[src/rtl/dsd7_bus_arb.sv]
// Two-master (instruction/data) bus arbiter in front of the MMU with a bus-error timeout.
// Define DSD7_ARB_ROUNDROBIN_EN to break request ties round-robin instead of favouring data.
module dsd7_bus_arb #(
  parameter int unsigned TIMEOUT = 255
) (
  input  logic        clk_i,
  input  logic        rst_ni,
  // instruction port
  input  logic        i_cyc_i,
  input  logic        i_stb_i,
  input  logic [31:0] i_adr_i,
  output logic        i_ack_o,
  output logic        i_err_o,
  output logic [31:0] i_dat_o,
  // data port
  input  logic        d_cyc_i,
  input  logic        d_stb_i,
  input  logic        d_wr_i,
  input  logic [1:0]  d_sel_i,
  input  logic [31:0] d_adr_i,
  input  logic [31:0] d_dat_i,
  input  logic        d_sr_i,
  input  logic        d_cr_i,
  output logic        d_ack_o,
  output logic        d_err_o,
  output logic [31:0] d_dat_o,
  output logic        d_rb_o,
  // MMU side
  output logic        m_cyc_o,
  output logic        m_stb_o,
  output logic        m_vpa_o,
  output logic        m_vda_o,
  output logic        m_wr_o,
  output logic [1:0]  m_sel_o,
  output logic [31:0] m_adr_o,
  output logic [31:0] m_dat_o,
  output logic        m_sr_o,
  output logic        m_cr_o,
  input  logic        m_ack_i,
  input  logic [31:0] m_dat_i,
  input  logic        m_rb_i
);

  localparam logic [2:0] StIdle     = 3'd0;
  localparam logic [2:0] StGrantI   = 3'd1;
  localparam logic [2:0] StGrantD   = 3'd2;
  localparam logic [2:0] StWaitNack = 3'd3;
  localparam logic [2:0] StWaitMack = 3'd4;

  localparam logic [7:0] TimeoutCnt = 8'(TIMEOUT);

  logic [2:0]  state_q, state_d;
  logic [7:0]  cnt_q, cnt_d;
  // Granted port (1 = data); it also serves as the last-grant flag for round-robin ties.
  logic        sel_d_q, sel_d_d;

  logic        i_ack_q, i_ack_d, i_err_q, i_err_d;
  logic [31:0] i_dat_q, i_dat_d;
  logic        d_ack_q, d_ack_d, d_err_q, d_err_d, d_rb_q, d_rb_d;
  logic [31:0] d_dat_q, d_dat_d;
  logic        m_cyc_q, m_cyc_d, m_stb_q, m_stb_d, m_vpa_q, m_vpa_d, m_vda_q, m_vda_d;
  logic        m_wr_q, m_wr_d, m_sr_q, m_sr_d, m_cr_q, m_cr_d;
  logic [1:0]  m_sel_q, m_sel_d;
  logic [31:0] m_adr_q, m_adr_d, m_dat_q, m_dat_d;

  logic i_req, d_req, g_cyc, g_stb, tie_to_d, port_busy;

  assign i_req     = i_cyc_i & i_stb_i;
  assign d_req     = d_cyc_i & d_stb_i;
  assign g_cyc     = sel_d_q ? d_cyc_i : i_cyc_i;
  assign g_stb     = sel_d_q ? d_stb_i : i_stb_i;
  assign port_busy = i_ack_q | i_err_q | d_ack_q | d_err_q;

`ifdef DSD7_ARB_ROUNDROBIN_EN
  assign tie_to_d = ~sel_d_q;
`else
  assign tie_to_d = 1'b1;
`endif

  always_comb begin
    state_d = state_q;
    cnt_d   = cnt_q;
    sel_d_d = sel_d_q;
    i_ack_d = i_ack_q;
    i_err_d = i_err_q;
    i_dat_d = i_dat_q;
    d_ack_d = d_ack_q;
    d_err_d = d_err_q;
    d_dat_d = d_dat_q;
    d_rb_d  = d_rb_q;
    m_cyc_d = m_cyc_q;
    m_stb_d = m_stb_q;
    m_vpa_d = m_vpa_q;
    m_vda_d = m_vda_q;
    m_wr_d  = m_wr_q;
    m_sel_d = m_sel_q;
    m_adr_d = m_adr_q;
    m_dat_d = m_dat_q;
    m_sr_d  = m_sr_q;
    m_cr_d  = m_cr_q;

    unique case (state_q)
      StIdle: begin
        if (d_req && (!i_req || tie_to_d)) begin
          sel_d_d = 1'b1;
          cnt_d   = 8'd0;
          state_d = StGrantD;
        end else if (i_req) begin
          sel_d_d = 1'b0;
          cnt_d   = 8'd0;
          state_d = StGrantI;
        end
      end

      StGrantI, StGrantD: begin
        if (!g_cyc) begin
          {m_cyc_d, m_stb_d, m_vpa_d, m_vda_d, m_wr_d, m_sr_d, m_cr_d} = '0;
          m_sel_d = '0;
          m_adr_d = '0;
          m_dat_d = '0;
          state_d = StWaitMack;
        end else if (m_stb_q && m_ack_i) begin
          // Ack takes precedence over a timeout reached in the same cycle.
          if (sel_d_q) begin
            d_ack_d = 1'b1;
            d_dat_d = m_dat_i;
            d_rb_d  = m_rb_i;
          end else begin
            i_ack_d = 1'b1;
            i_dat_d = m_dat_i;
          end
          m_stb_d = 1'b0;
          state_d = StWaitNack;
        end else if (cnt_q == TimeoutCnt) begin
          if (sel_d_q) d_err_d = 1'b1;
          else         i_err_d = 1'b1;
          m_cyc_d = 1'b0;
          m_stb_d = 1'b0;
          state_d = StWaitNack;
        end else begin
          cnt_d   = cnt_q + 8'd1;
          m_cyc_d = 1'b1;
          m_stb_d = 1'b1;
          if (sel_d_q) begin
            m_vpa_d = 1'b0;
            m_vda_d = 1'b1;
            m_wr_d  = d_wr_i;
            m_sel_d = d_sel_i;
            m_adr_d = d_adr_i;
            m_dat_d = d_dat_i;
            m_sr_d  = d_sr_i;
            m_cr_d  = d_cr_i;
          end else begin
            m_vpa_d = 1'b1;
            m_vda_d = 1'b0;
            m_wr_d  = 1'b0;
            m_sel_d = 2'b11;
            m_adr_d = i_adr_i;
            m_dat_d = '0;
            m_sr_d  = 1'b0;
            m_cr_d  = 1'b0;
          end
        end
      end

      StWaitNack: begin
        if (!g_cyc) begin
          {m_cyc_d, m_stb_d, m_vpa_d, m_vda_d, m_wr_d, m_sr_d, m_cr_d} = '0;
          m_sel_d = '0;
          m_adr_d = '0;
          m_dat_d = '0;
          {i_ack_d, i_err_d, d_ack_d, d_err_d} = '0;
          i_dat_d = '0;
          d_dat_d = '0;
          state_d = StWaitMack;
        end else if (!g_stb) begin
          {i_ack_d, i_err_d, d_ack_d, d_err_d} = '0;
          i_dat_d = '0;
          d_dat_d = '0;
        end else if (!port_busy) begin
          // Strobe re-raised under a held cycle: bus stays locked to the same master.
          cnt_d   = 8'd0;
          state_d = sel_d_q ? StGrantD : StGrantI;
        end
      end

      StWaitMack: begin
        if (!m_ack_i) state_d = StIdle;
      end

      default: state_d = StIdle;
    endcase
  end

  always_ff @(posedge clk_i or negedge rst_ni) begin
    if (!rst_ni) begin
      state_q <= StIdle;
      cnt_q   <= '0;
      sel_d_q <= 1'b0;
      i_ack_q <= 1'b0;
      i_err_q <= 1'b0;
      i_dat_q <= '0;
      d_ack_q <= 1'b0;
      d_err_q <= 1'b0;
      d_dat_q <= '0;
      d_rb_q  <= 1'b0;
      m_cyc_q <= 1'b0;
      m_stb_q <= 1'b0;
      m_vpa_q <= 1'b0;
      m_vda_q <= 1'b0;
      m_wr_q  <= 1'b0;
      m_sel_q <= '0;
      m_adr_q <= '0;
      m_dat_q <= '0;
      m_sr_q  <= 1'b0;
      m_cr_q  <= 1'b0;
    end else begin
      state_q <= state_d;
      cnt_q   <= cnt_d;
      sel_d_q <= sel_d_d;
      i_ack_q <= i_ack_d;
      i_err_q <= i_err_d;
      i_dat_q <= i_dat_d;
      d_ack_q <= d_ack_d;
      d_err_q <= d_err_d;
      d_dat_q <= d_dat_d;
      d_rb_q  <= d_rb_d;
      m_cyc_q <= m_cyc_d;
      m_stb_q <= m_stb_d;
      m_vpa_q <= m_vpa_d;
      m_vda_q <= m_vda_d;
      m_wr_q  <= m_wr_d;
      m_sel_q <= m_sel_d;
      m_adr_q <= m_adr_d;
      m_dat_q <= m_dat_d;
      m_sr_q  <= m_sr_d;
      m_cr_q  <= m_cr_d;
    end
  end

  assign i_ack_o = i_ack_q;
  assign i_err_o = i_err_q;
  assign i_dat_o = i_dat_q;
  assign d_ack_o = d_ack_q;
  assign d_err_o = d_err_q;
  assign d_dat_o = d_dat_q;
  assign d_rb_o  = d_rb_q;
  assign m_cyc_o = m_cyc_q;
  assign m_stb_o = m_stb_q;
  assign m_vpa_o = m_vpa_q;
  assign m_vda_o = m_vda_q;
  assign m_wr_o  = m_wr_q;
  assign m_sel_o = m_sel_q;
  assign m_adr_o = m_adr_q;
  assign m_dat_o = m_dat_q;
  assign m_sr_o  = m_sr_q;
  assign m_cr_o  = m_cr_q;

endmodule

[config.mk]
export PLATFORM = sky130hd
export DESIGN_NAME = dsd7_bus_arb
export DESIGN_NICKNAME = d
export VERILOG_FILES = /design/src/rtl/dsd7_bus_arb.sv
export SDC_FILE = /design/constraint.sdc
export NUM_CORES = 1
export LEC_CHECK = 0
export ABC_AREA = 1
export CAP_MARGIN = 10
export CORE_UTILIZATION = 45
export DETAILED_ROUTE_END_ITERATION = 12
export PLACE_DENSITY = 0.81
export SYNTH_ARGS = -nofsm -noshare
export SYNTH_HDL_FRONTEND = slang
export SYNTH_SLANG_ARGS = --single-unit
[constraint.sdc]
create_clock -name clk_i -period 2 [get_ports clk_i]
set_input_delay 0.4 -clock clk_i [delete_from_list [all_inputs] [get_ports clk_i]]
set_output_delay 0.4 -clock clk_i [all_outputs]
set_load 0.05 [all_outputs]
# Yosys cells after proc, flatten, opt, wreduce, memory -nomap -nowiden
# Index checks and enable logic that the tools add are counted.
[op_classes]
n_bitwise = 5
reduce_logical = 17
shift = 0
magnitude_cmp = 0
n_mul = 0
n_eq_ne = 24
n_addsub = 1
n_div = 0
muxes = 102
[ops]
columns = ["operator", "n"]
rows = [
  ["$mux 32", 17],
  ["$pmux 32 s2", 4],
  ["$mux 8", 8],
  ["$mux 1", 44],
  ["$mux 3", 9],
  ["$ne 2x2->1 const B", 12],
  ["$pmux 8 s3", 1],
  ["$pmux 1 s2", 11],
  ["$ne 3x3->1 const B", 6],
  ["$reduce_and 5->1", 3],
  ["$mux 2", 6],
  ["$pmux 3 s4", 1],
  ["$reduce_and 6->1", 2],
  ["$add 8x1->8 const B", 1],
  ["$eq 8x8->1 const B", 1],
  ["$reduce_and 4->1", 2],
  ["$reduce_and 8->1", 1],
  ["$eq 3x2->1 const B", 2],
  ["$ne 4x4->1 const B", 1],
  ["$pmux 2 s2", 1],
  ["$reduce_and 2->1", 2],
  ["$reduce_bool 2->1", 2],
  ["$eq 3x1->1 const B", 1],
  ["$eq 3x3->1 const B", 1],
  ["other kinds (7)", 10],
]
[word_totals]
n_memories = 0
reg_bits = 154
latchBits = 0
rom_bits = 0
ramBits = 0
input_bits = 141

# Longest topological paths before layout
# Gate-level depths: netlist of the first run.
[logic_depth]
word_depth = 7
ltp_mapped = 12
mapped_depth_nobuf = 11

# Worst setup path after synthesis of the first run
# OpenSTA, ideal clock, no wires.
[synth_path]
kind = "flip-flop to flip-flop"
startpoint = "register m_stb_q (netlist: m_stb_o)"
endpoint = "register m_adr_q[0] (netlist: m_adr_o[0])"
stages_incl_launch_ff = 10
arrival_ps = 1599
slack_ps = 336
setup_ps = 65
t_required_ps = 1935
path_buffers = 2
path_cell_list = "dfrtp_1 > nand2_1 > inv_1 > nand2_1 > and2_1 > buf_4 > nand2_4 > buf_6 > nand2_1 > nand2_1"
[synth_between]
elab_chain_cells = 3
[synth_lines]
columns = ["element", "line_no", "rtl"]
rows = [
  ["from (decl)", "61", "logic m_cyc_q, m_cyc_d, m_stb_q, m_stb_d, m_vpa_q, m_vpa_d, m_vda_q, m_vda_d;"],
  ["from (signal assigned)", "229", "m_stb_q <= m_stb_d;"],
  ["$logic_and 1x1->1", "122", "end else if (m_stb_q && m_ack_i) begin"],
  ["$ne 3x3->1 (no line)", "--", ""],
  ["$reduce_and 4->1 (no line)", "--", ""],
  ["to (signal assigned)", "234", "m_adr_q <= m_adr_d;"],
  ["to (decl)", "64", "logic [31:0] m_adr_q, m_adr_d, m_dat_q, m_dat_d;"],
]
# Every way passes these cells.
# A chain may end at the register's enable or synchronous reset.

# Worst setup path in the final report of the first run
[layout_path]
startpoint = "register cnt_q[0]"
endpoint = "register m_sel_q[1] (netlist: m_sel_o[1])"
[layout_between]
elab_chain_cells = 3
[layout_lines]
columns = ["element", "line_no", "rtl"]
rows = [
  ["from (decl)", "53", "logic [7:0] cnt_q, cnt_d;"],
  ["from (signal assigned)", "219", "cnt_q <= cnt_d;"],
  ["$eq 8x8->1", "134", "end else if (cnt_q == TimeoutCnt) begin"],
  ["$ne 3x3->1 (no line)", "--", ""],
  ["$reduce_and 4->1 (no line)", "--", ""],
  ["to (signal assigned)", "233", "m_sel_q <= m_sel_d;"],
  ["to (decl)", "63", "logic [1:0] m_sel_q, m_sel_d;"],
]
# Every way passes these cells.

==> reports/metrics.csv, run 1 <==
metric;value;unit
initial antenna violation count;1;
max-slew violations;0;
crit share post-route;93.55;%
Clock power frac;16.2;%
Slew @ Worst Pin;534.4;ps
cell chain of the critical path;ha_1, nand2_1, inv_1, nand2_1, nor2_4, nand2_2, inv_2, nand2_4, nand2_8, buf_12, nand2_1, nand2_1;
Cell Pwr Density;1724;nW/µm²
Finished Layout Cells;1564;
cells after synthesis;1045;
crit-path leading delay family;simple AND/OR/NAND/NOR gates;
minimum clock period;1871;ps
Post-Syn Area;7674;µm²
placed cells;1527;
core region area;16640;µm²
Nets;1472;
Logic pwr share;58.4;%
commonest cells after routing, fill and taps aside;nand2_1 (452), nand3_1 (155), dfrtp_1 (154);
area taken by multi-input logic gates;3244;µm²
post-route ant nets;0;
CP endpoint kind;register;
Avg Cell Area, Syn;7.343;µm²
sequential share of power;25.4;%
initial DRC count;543;
Clock Path Buffers;2;
clock root buffer;clkbuf_16;
Congestion Overflow GR;0;
Psw;10.19;mW
Sink Count;154;
Worst Path Buf+Inv;3;
area leader, netlist;dfrtp_1;
Clock Skew;9.091;ps
first-pass GRT wire length;37020;µm
I/O pin count;283;
Crit path required time;2360;ps
sw frac;51.23;%
GP Congestion;0.9019;
status;finished, final reports clean;
Net Count, Synth;1187;
commonest non-fill, non-tap cell in the layout;nand2_1;
sequential cell area fraction in the yosys report;50.22;%
synth unique cells;27;
final wirelength;23360;µm
Synth Register Bits;154;
Area growth syn-to-layout;50.38;%
die height;132.6;µm
Critical Path Start Type;register;
postcts setup bufs;0;
Critical Path AT;2230;ps
Fmax;0.5345;GHz
slowest CP cell;dfrtp_1;
Max-slew headroom;64.32;%
Clock transition at path regs;60;ps
Lkg Pwr;6.754;nW
maximum vdd drop;0.0008520;V
max_cap viols;0;
Num CTS Buffers;17;
Die X;132.6;µm
TritonCTS clock tree;built;
CP most frequent cell;nand2_1;
vias in the first global route;7430;
gr usage total;26.63;%
H-tree levels;4;
# DRC;0;
Placement Rows;47;
Reg area;3854;µm²
routed via count;7894;
Tot Pwr;19.90;mW
Critical Path Max Stage Delay;390;ps
Skew-Pair Late Insertion Delay;420;ps
internal power;9.703;mW
Initial Util;46.11;%
main area contributors after synthesis;dfrtp_1 (50%), nand2_1 (22%), nand3_1 (10%);
Yosys top cell area share;50.22;%
pin count of the biggest net entering global routing;66;
wire per inst;14.94;µm
fillers;1348;
port bufs;282;
class of the worst hold path;reg2reg;
worst-path maximum fanout;22;
final setup fails;0;
DIE AREA;17580;µm²
type of the worst setup path;reg2reg;
Initial DRT Pass Iterations;5;
via/cell ratio;5.047;
share of cells above drive strength 1;8.563;%
synth warn;0;
HPWL Detailed;15990;µm
final hold vios;0;
[metrics by stage]
stage | TNS, ps | worst slack (ps) | cell area, µm² | hold slack, ps | util [%]
after floorplan | 0 | 335.9 | 7674 | 104.4 | -
after global placement | -1.433 | -1.273 | 10860 | 364.4 | 65.26
after detailed placement | -1702 | -48.05 | 10860 | 365.7 | 65.26
after CTS | 0 | 0.04829 | 11350 | 468.2 | 68.21
after global routing | -37.84 | -29.65 | 11540 | 484.2 | 69.34
final | 0 | 129.1 | 11540 | 465.0 | 69.34
[cells by family (layout without fill, tap and decap cells)]
kind of cell	Yosys count	after routing	share of synthesized area [%]
buffers and inverters	123	421	7.924
AOI/OAI and AO/OA	47	47	3.098
DFF	154	154	50.22
adders and majority gates	1	1	0.1630
and+or+nand+nor	718	718	38.37
xor gates and xnor gates	2	2	0.2283
other	0	1	0
[per-layer routing]
metal	global-route usage, %	vias to the layer above	part of all wire, %
met1	32.63	3640	40
li1	-	3835	-
met4	12.01	0	3.4
met2	43.33	371	49
met5	0	-	0
met3	8.008	48	8.2
[sequential cells by signal, indices dropped and copies added, names as in the netlist, 2 cells and up]
name,cells
cnt_q,8
d_dat_o,32
i_dat_o,32
m_adr_o,32
m_dat_o,32
m_sel_o,2
state_q,3
[cell type report]
type	instances	area share, %
Clock buffer	20	3.958
Clock inverter	12	1.182
Tap cell	220	2.385
Sequential cell	154	33.39
Inverter	59	1.941
Timing Repair Buffer	330	29.00
Multi-Input combinational cell	768	28.11
Antenna cell	1	0.02168
[power groups by stage]
stage / logic [mW] / clock network, mW / registers (mW)
floorplan: 3.81 / 0 / 9.03
global placement: 11.7 / 0 / 5.09
detailed placement: 11.9 / 0 / 5.12
CTS: 11.4 / 3.27 / 5.06
global route: 12.4 / 3.42 / 5.20
finish: 11.6 / 3.23 / 5.05
[worst min-delay path, stage by stage, from the launching register on]
cell	delay, ps
dfrtp_1	330
nand2_1	50
nand2_1	50
[Yosys cell counts, drive strengths merged]
library cell and number:
nand3 157, buf 52, or2 1, dfrtp 154, o21ai 14, xnor2 1
xor2 1, a21oi 32, nand2 458, nor2 97, and2 1, nor3 2
o211ai 1, inv 59, nand4 2, clkbuf 12, ha 1
[final timing paths]
kind / from / endpoint / slack, ps / cells after the start
hold reg to reg: m_dat_o[19]$_DFFE_PN0P_ / m_dat_o[19]$_DFFE_PN0P_ / 460 / 2
min in group asynchronous: rst_ni / i_dat_o[8]$_DFFE_PN0P_ / 470 / 2
max in group asynchronous: rst_ni / i_dat_o[17]$_DFFE_PN0P_ / 900 / 3
setup reg to reg: cnt_q[0]$_DFFE_PN0P_ / m_sel_o[1]$_DFFE_PN0P_ / 130 / 12
setup / recovery: cnt_q[0]$_DFFE_PN0P_ / m_sel_o[1]$_DFFE_PN0P_ / 130 / 12
hold / removal: m_dat_o[19]$_DFFE_PN0P_ / m_dat_o[19]$_DFFE_PN0P_ / 460 / 2
[timing repair]
action,4_1_cts,5_1_grt
endpoints found under the hold margin,40,0
pin swaps,0,1
hold buffers,1,0
cloned,0,3
resized for setup,90,41
setup endpoints to repair,90,106
No activity file was read; power rests on OpenSTA's default activity.
==> inputs of run 2 (changes only) <==
CORE_ASPECT_RATIO = 1.75   (was default)
==> run 2 against run 1 <==
Non-clock buffer count down 2. Via count down 2.3%. Final cell count about the same. Largest power group unchanged. Global-route usage down 0.19 points. Clock skew up 4.5 ps. Combinational power about the same. Power down 0.41%. Core utilization up 0.66 points. Clock power down 2%.
==> reports/metrics.csv, run 2 (synthesis gave the netlist of run 1 again) <==
metric;value;unit;change
status;finished, final reports clean;;
Area growth syn-to-layout;50.73;%;
Clock Path Buffers;2;;unchanged
first-pass GRT wire length;36830;µm;-0.50%
Fin Setup TNS;0;ps;unchanged
final hold vios;0;;unchanged
HPWL Detailed;16090;µm;+0.62%
Cell Pwr Density;1713;nW/µm²;-0.64%
class of the worst hold path;reg2reg;;
post-route ant nets;0;;unchanged
commonest non-fill, non-tap cell in the layout;nand2_1;;
Lkg Pwr;6.988;nW;+3.5%
Initial Util;46.44;%;+0.33 points
GP Congestion;0.8712;;-3.4%
Die X;100.7;µm;-24%
port bufs;282;;unchanged
Placement Rows;62;;+32%
Post-DP Area;10880;µm²;+0.14%
worst-path maximum fanout;2;;-91%
wire per inst;14.39;µm;-3.6%
initial DRC count;304;;-44%
final setup margin;29.91;ps;-99.18 ps
final wirelength;22520;µm;-3.6%
H-tree levels;4;;unchanged
Hold Slack;466.2;ps;+1.256 ps
crit-path leading delay family;buffers and inverters;;
Critical Path Max Stage Delay;810;ps;+420 ps
ANT cells;0;;-1
DIE AREA;17600;µm²;+0.12%
Max-slew headroom;63.04;%;-1.3 points
Num CTS Buffers;17;;unchanged
Clock Skew;13.64;ps;+4.546 ps
final setup fails;0;;unchanged
# DRC;0;;unchanged
fillers;1334;;-1.0%
type of the worst setup path;reg2out;;
gr usage total;26.45;%;-0.19 points
via/cell ratio;4.929;;-2.3%
share of cells above drive strength 1;8.352;%;-0.21 points
max_cap viols;0;;unchanged
Sink Count;154;;unchanged
clock root buffer;clkbuf_16;;
Crit path required time;1600;ps;-760 ps
die height;174.8;µm;+32%
Clock transition at path regs;70;ps;about the same
Critical Path Start Type;register;;
core region area;16520;µm²;-0.71%
slowest CP cell;clkdlybuf4s50_1;;
Initial DRT Pass Iterations;4;;-1
Congestion Overflow GR;0;;unchanged
Fmax;0.5076;GHz;-5.0%
TritonCTS clock tree;built;;
Worst Path Buf+Inv;1;;-2
vias in the first global route;7657;;+3.1%
I/O pin count;283;;unchanged
max-slew violations;0;;unchanged
Critical Path AT;1570;ps;-660 ps
Final Cell Area;11570;µm²;+0.23%
commonest cells after routing, fill and taps aside;nand2_1 (452), nand3_1 (155), dfrtp_1 (154);;
Slew @ Worst Pin;553.5;ps;+19.10 ps
initial antenna violation count;0;;-1
minimum clock period;1970;ps;+99.18 ps
cell chain of the critical path;clkdlybuf4s50_1;;
Tot Pwr;19.81;mW;-0.41%
pre-CTS setup slack;-68.55;ps;-20.50 ps
crit share post-route;98.50;%;+5.0 points
CP endpoint kind;primary output;;
pin count of the biggest net entering global routing;66;;unchanged
Skew-Pair Late Insertion Delay;420;ps;about the same
maximum vdd drop;0.0007696;V;-9.7%
Nets;1470;;-0.14%
routed via count;7714;;-2.3%
==> run 2: path summary, 6_finish.rpt <==
check	from	end	slack, ps	cells past startpoint
max	d_dat_o[7]$_DFFE_PN0P_	d_dat_o[7]	30	1
min	d_dat_o[10]$_DFFE_PN0P_	d_dat_o[10]$_DFFE_PN0P_	470	2
max reg2reg	sel_d_q$_DFFE_PN0P_	i_dat_o[25]$_DFFE_PN0P_	170	9
min reg2reg	d_dat_o[10]$_DFFE_PN0P_	d_dat_o[10]$_DFFE_PN0P_	470	2
max in group asynchronous	rst_ni	m_adr_o[16]$_DFFE_PN0P_	890	3
min in group asynchronous	rst_ni	m_stb_o$_DFFE_PN0P_	520	2
==> run 2: final cells by class <==
| class | instances | area (µm²) | area share, % |
|---|---|---|---|
| Sequential cell | 154 | 3854 | 33.32 |
| Inverter | 59 | 224.0 | 1.936 |
| Timing Repair Buffer | 328 | 3405 | 29.44 |
| Multi-Input combinational cell | 768 | 3226 | 27.89 |
| Clock buffer | 18 | 429.2 | 3.711 |
| Tap cell | 224 | 280.3 | 2.423 |
| Clock inverter | 14 | 148.9 | 1.287 |
==> run 2: timing repair <==
action | CTS | global route
cloned | 0 | 0
hold endpoints to repair | 46 | 0
endpoints found under the setup margin | 57 | 134
hold buffers | 1 | 0
gates resized for setup | 52 | 66
setup buffers | 0 | 0
==> run 2: worst reg2reg max path, cell delays in order (launching register included) <==
cell and delay, ps:
dfrtp_1 570, nand2_1 180, nand2_4 140, inv_2 50
nand2_1 90, nand2_1 90, nor2_4 140, buf_12 270
nand3_1 150, nand2_1 90
==> run 2: per-stage QoR <==
step / cells / utilization (%)
finish: 1565 / 70.00
detailed placement: 1532 / 65.82
global route: 1565 / 70.00
CTS: 1565 / 69.01
global placement: 1532 / 65.82
floorplan: 1045 / -
==> run 2: layer usage <==
layer / vias to the layer above / track usage (%) / part of all wire (%)
met5: - / 0 / 0
met4: 0 / 12.08 / 4.1
met3: 53 / 4.360 / 4.4
met2: 238 / 48.92 / 54
met1: 3602 / 28.86 / 37
li1: 3821 / - / -
==> run 2: power breakdown <==
group / switching, mW / internal, mW
Clock: 1.39 / 1.76
Combinational: 8.07 / 3.53
Sequential: 0.712 / 4.34
==> inputs of run 3 (changes only) <==
CORE_MARGIN = 3   (was default)
==> run 3 against run 2 <==
Global-route usage shrank 0.95 points. Clock-buffer cell count rose by 2. Core utilization grew 0.25 points. Power increased by 1.5%. Sequential share of layout area decreased by 0.28 points. Critical path depth stayed put. Sequential power is essentially flat. Combinational power is 3% higher. Clock skew is 1.6 ps lower. Critical endpoint is now i_dat_o[16].
==> reports/metrics.csv, run 3 (synthesis gave the netlist of run 1 again) <==
metric;value;unit;change
status;finished, final reports clean;;
Worst Path Buf+Inv;1;;unchanged
type of the worst setup path;reg2out;;
Fmax;0.5037;GHz;-0.78%
H-tree levels;4;;unchanged
share of cells above drive strength 1;9.010;%;+0.66 points
gr usage total;25.49;%;-0.95 points
port bufs;282;;unchanged
post-route ant nets;0;;unchanged
Slew @ Worst Pin;564.0;ps;+10.51 ps
Lkg Pwr;6.959;nW;-0.41%
sw frac;51.48;%;+0.12 points
Clock power frac;15.3;%;-0.6 points
Clock transition at path regs;60;ps;about the same
Logic pwr share;59.5;%;+0.9 points
class of the worst hold path;reg2reg;;
routed via count;7800;;+1.1%
wire per inst;15.52;µm;+7.9%
HPWL Detailed;17000;µm;+5.7%
minimum clock period;1985;ps;+15.39 ps
slowest CP cell;clkdlybuf4s50_1;;
Congestion Overflow GR;0;;unchanged
GP Congestion;0.8725;;+0.15%
Area growth syn-to-layout;51.98;%;
reg-to-reg setup timing slack;170;ps;about the same
CP endpoint kind;primary output;;
crit share post-route;99.27;%;+0.77 points
I/O pin count;283;;unchanged
Crit path required time;1600;ps;about the same
pin count of the biggest net entering global routing;66;;unchanged
Die X;104.7;µm;+4.0%
Nets;1472;;+0.14%
Fin Setup TNS;0;ps;unchanged
Clock Path Buffers;2;;unchanged
die height;178.8;µm;+2.3%
Skew-Pair Late Insertion Delay;420;ps;about the same
sequential share of power;25.2;%;-0.3 points
Placement Rows;62;;unchanged
DIE AREA;18720;µm²;+6.4%
Clock Skew;12.06;ps;-1.579 ps
fillers;1429;;+7.1%
Initial DRT Pass Iterations;5;;+1
TritonCTS clock tree;built;;
postcts setup bufs;0;;unchanged
final setup fails;0;;unchanged
initial antenna violation count;0;;unchanged
commonest cells after routing, fill and taps aside;nand2_1 (452), nand3_1 (155), dfrtp_1 (154);;
Max-slew headroom;62.40;%;-0.64 points
internal power;9.759;mW;+1.2%
first-pass GRT wire length;38760;µm;+5.2%
Critical Path Start Type;register;;
# DRC;0;;unchanged
worst-path maximum fanout;2;;unchanged
cell chain of the critical path;clkdlybuf4s50_1;;
core region area;16600;µm²;+0.47%
Hold Slack;465.3;ps;-0.9340 ps
Sink Count;154;;unchanged
Initial Util;46.22;%;-0.22 points
clock root buffer;clkbuf_16;;
area taken by multi-input logic gates;3242;µm²;+0.50%
Num CTS Buffers;17;;unchanged
commonest non-fill, non-tap cell in the layout;nand2_1;;
maximum vdd drop;0.0008840;V;+15%
final hold vios;0;;unchanged
via/cell ratio;4.974;;+0.92%
final wirelength;24340;µm;+8.1%
vias in the first global route;7812;;+2.0%
Reg area;3854;µm²;unchanged
Critical Path AT;1590;ps;+20 ps
max-slew violations;0;;unchanged
crit-path leading delay family;buffers and inverters;;
Psw;10.35;mW;+1.7%
initial DRC count;333;;+9.5%
Tot Pwr;20.11;mW;+1.5%
Cell Pwr Density;1725;nW/µm²;+0.66%
Critical Path Max Stage Delay;820;ps;about the same
max_cap viols;0;;unchanged
[run 3: path summary, 6_finish.rpt]
kind,from,depth (start not counted),to
max,i_dat_o[16]$_DFFE_PN0P_,1,i_dat_o[16]
min in group asynchronous,rst_ni,2,i_dat_o[20]$_DFFE_PN0P_
min reg2reg,d_dat_o[5]$_DFFE_PN0P_,2,d_dat_o[5]$_DFFE_PN0P_
min,d_dat_o[5]$_DFFE_PN0P_,2,d_dat_o[5]$_DFFE_PN0P_
max reg2reg,cnt_q[0]$_DFFE_PN0P_,12,m_dat_o[18]$_DFFE_PN0P_
max in group asynchronous,rst_ni,3,m_dat_o[1]$_DFFE_PN0P_
[run 3: per-stage QoR]
stage	worst slack (ps)	util, %	std cells	area [µm²]
floorplan	335.9	-	1045	7674
global placement	8.845	65.57	1530	10890
detailed placement	-48.81	65.57	1530	10890
CTS	0.2752	68.65	1563	11400
global route	-23.34	70.24	1567	11660
finish	14.52	70.25	1568	11660
[run 3: power by group through the flow]
stage	combinational (mW)	clock [mW]	sequential (mW)
finish	12.0	3.08	5.06
CTS	11.8	3.15	5.08
global placement	11.9	0	5.08
detailed placement	12.1	0	5.13
floorplan	3.81	0	9.03
global route	12.8	3.28	5.22
[run 3: layer usage]
| layer | track usage, % | wire length [µm] |
|---|---|---|
| met5 | 0 | 0 |
| met4 | 9.962 | 795 |
| met3 | 4.865 | 1209 |
| met2 | 47.92 | 13500 |
| met1 | 28.25 | 8838 |
[run 3: tightest hold or removal path, cell delays in order, from the launching register on]
cell and delay [ps]:
dfrtp_1 340, nand2_1 50, nand2_1 40
[run 3: what timing repair did]
item / CTS / global route
cloned: 0 / 4
hold buffers: 1 / 0
endpoints found under the setup margin: 57 / 126
hold endpoints to repair: 50 / 0
pin swaps: 0 / 2
resized for setup: 57 / 62
[run 3: area by class of cell]
type | count | area share, %
Tap cell | 224 | 2.403
Clock buffer | 20 | 4.002
Inverter | 59 | 1.920
Clock inverter | 12 | 0.9119
Sequential cell | 154 | 33.04
Antenna cell | 1 | 0.02146
Multi-Input combinational cell | 768 | 27.80
Timing Repair Buffer | 330 | 29.90
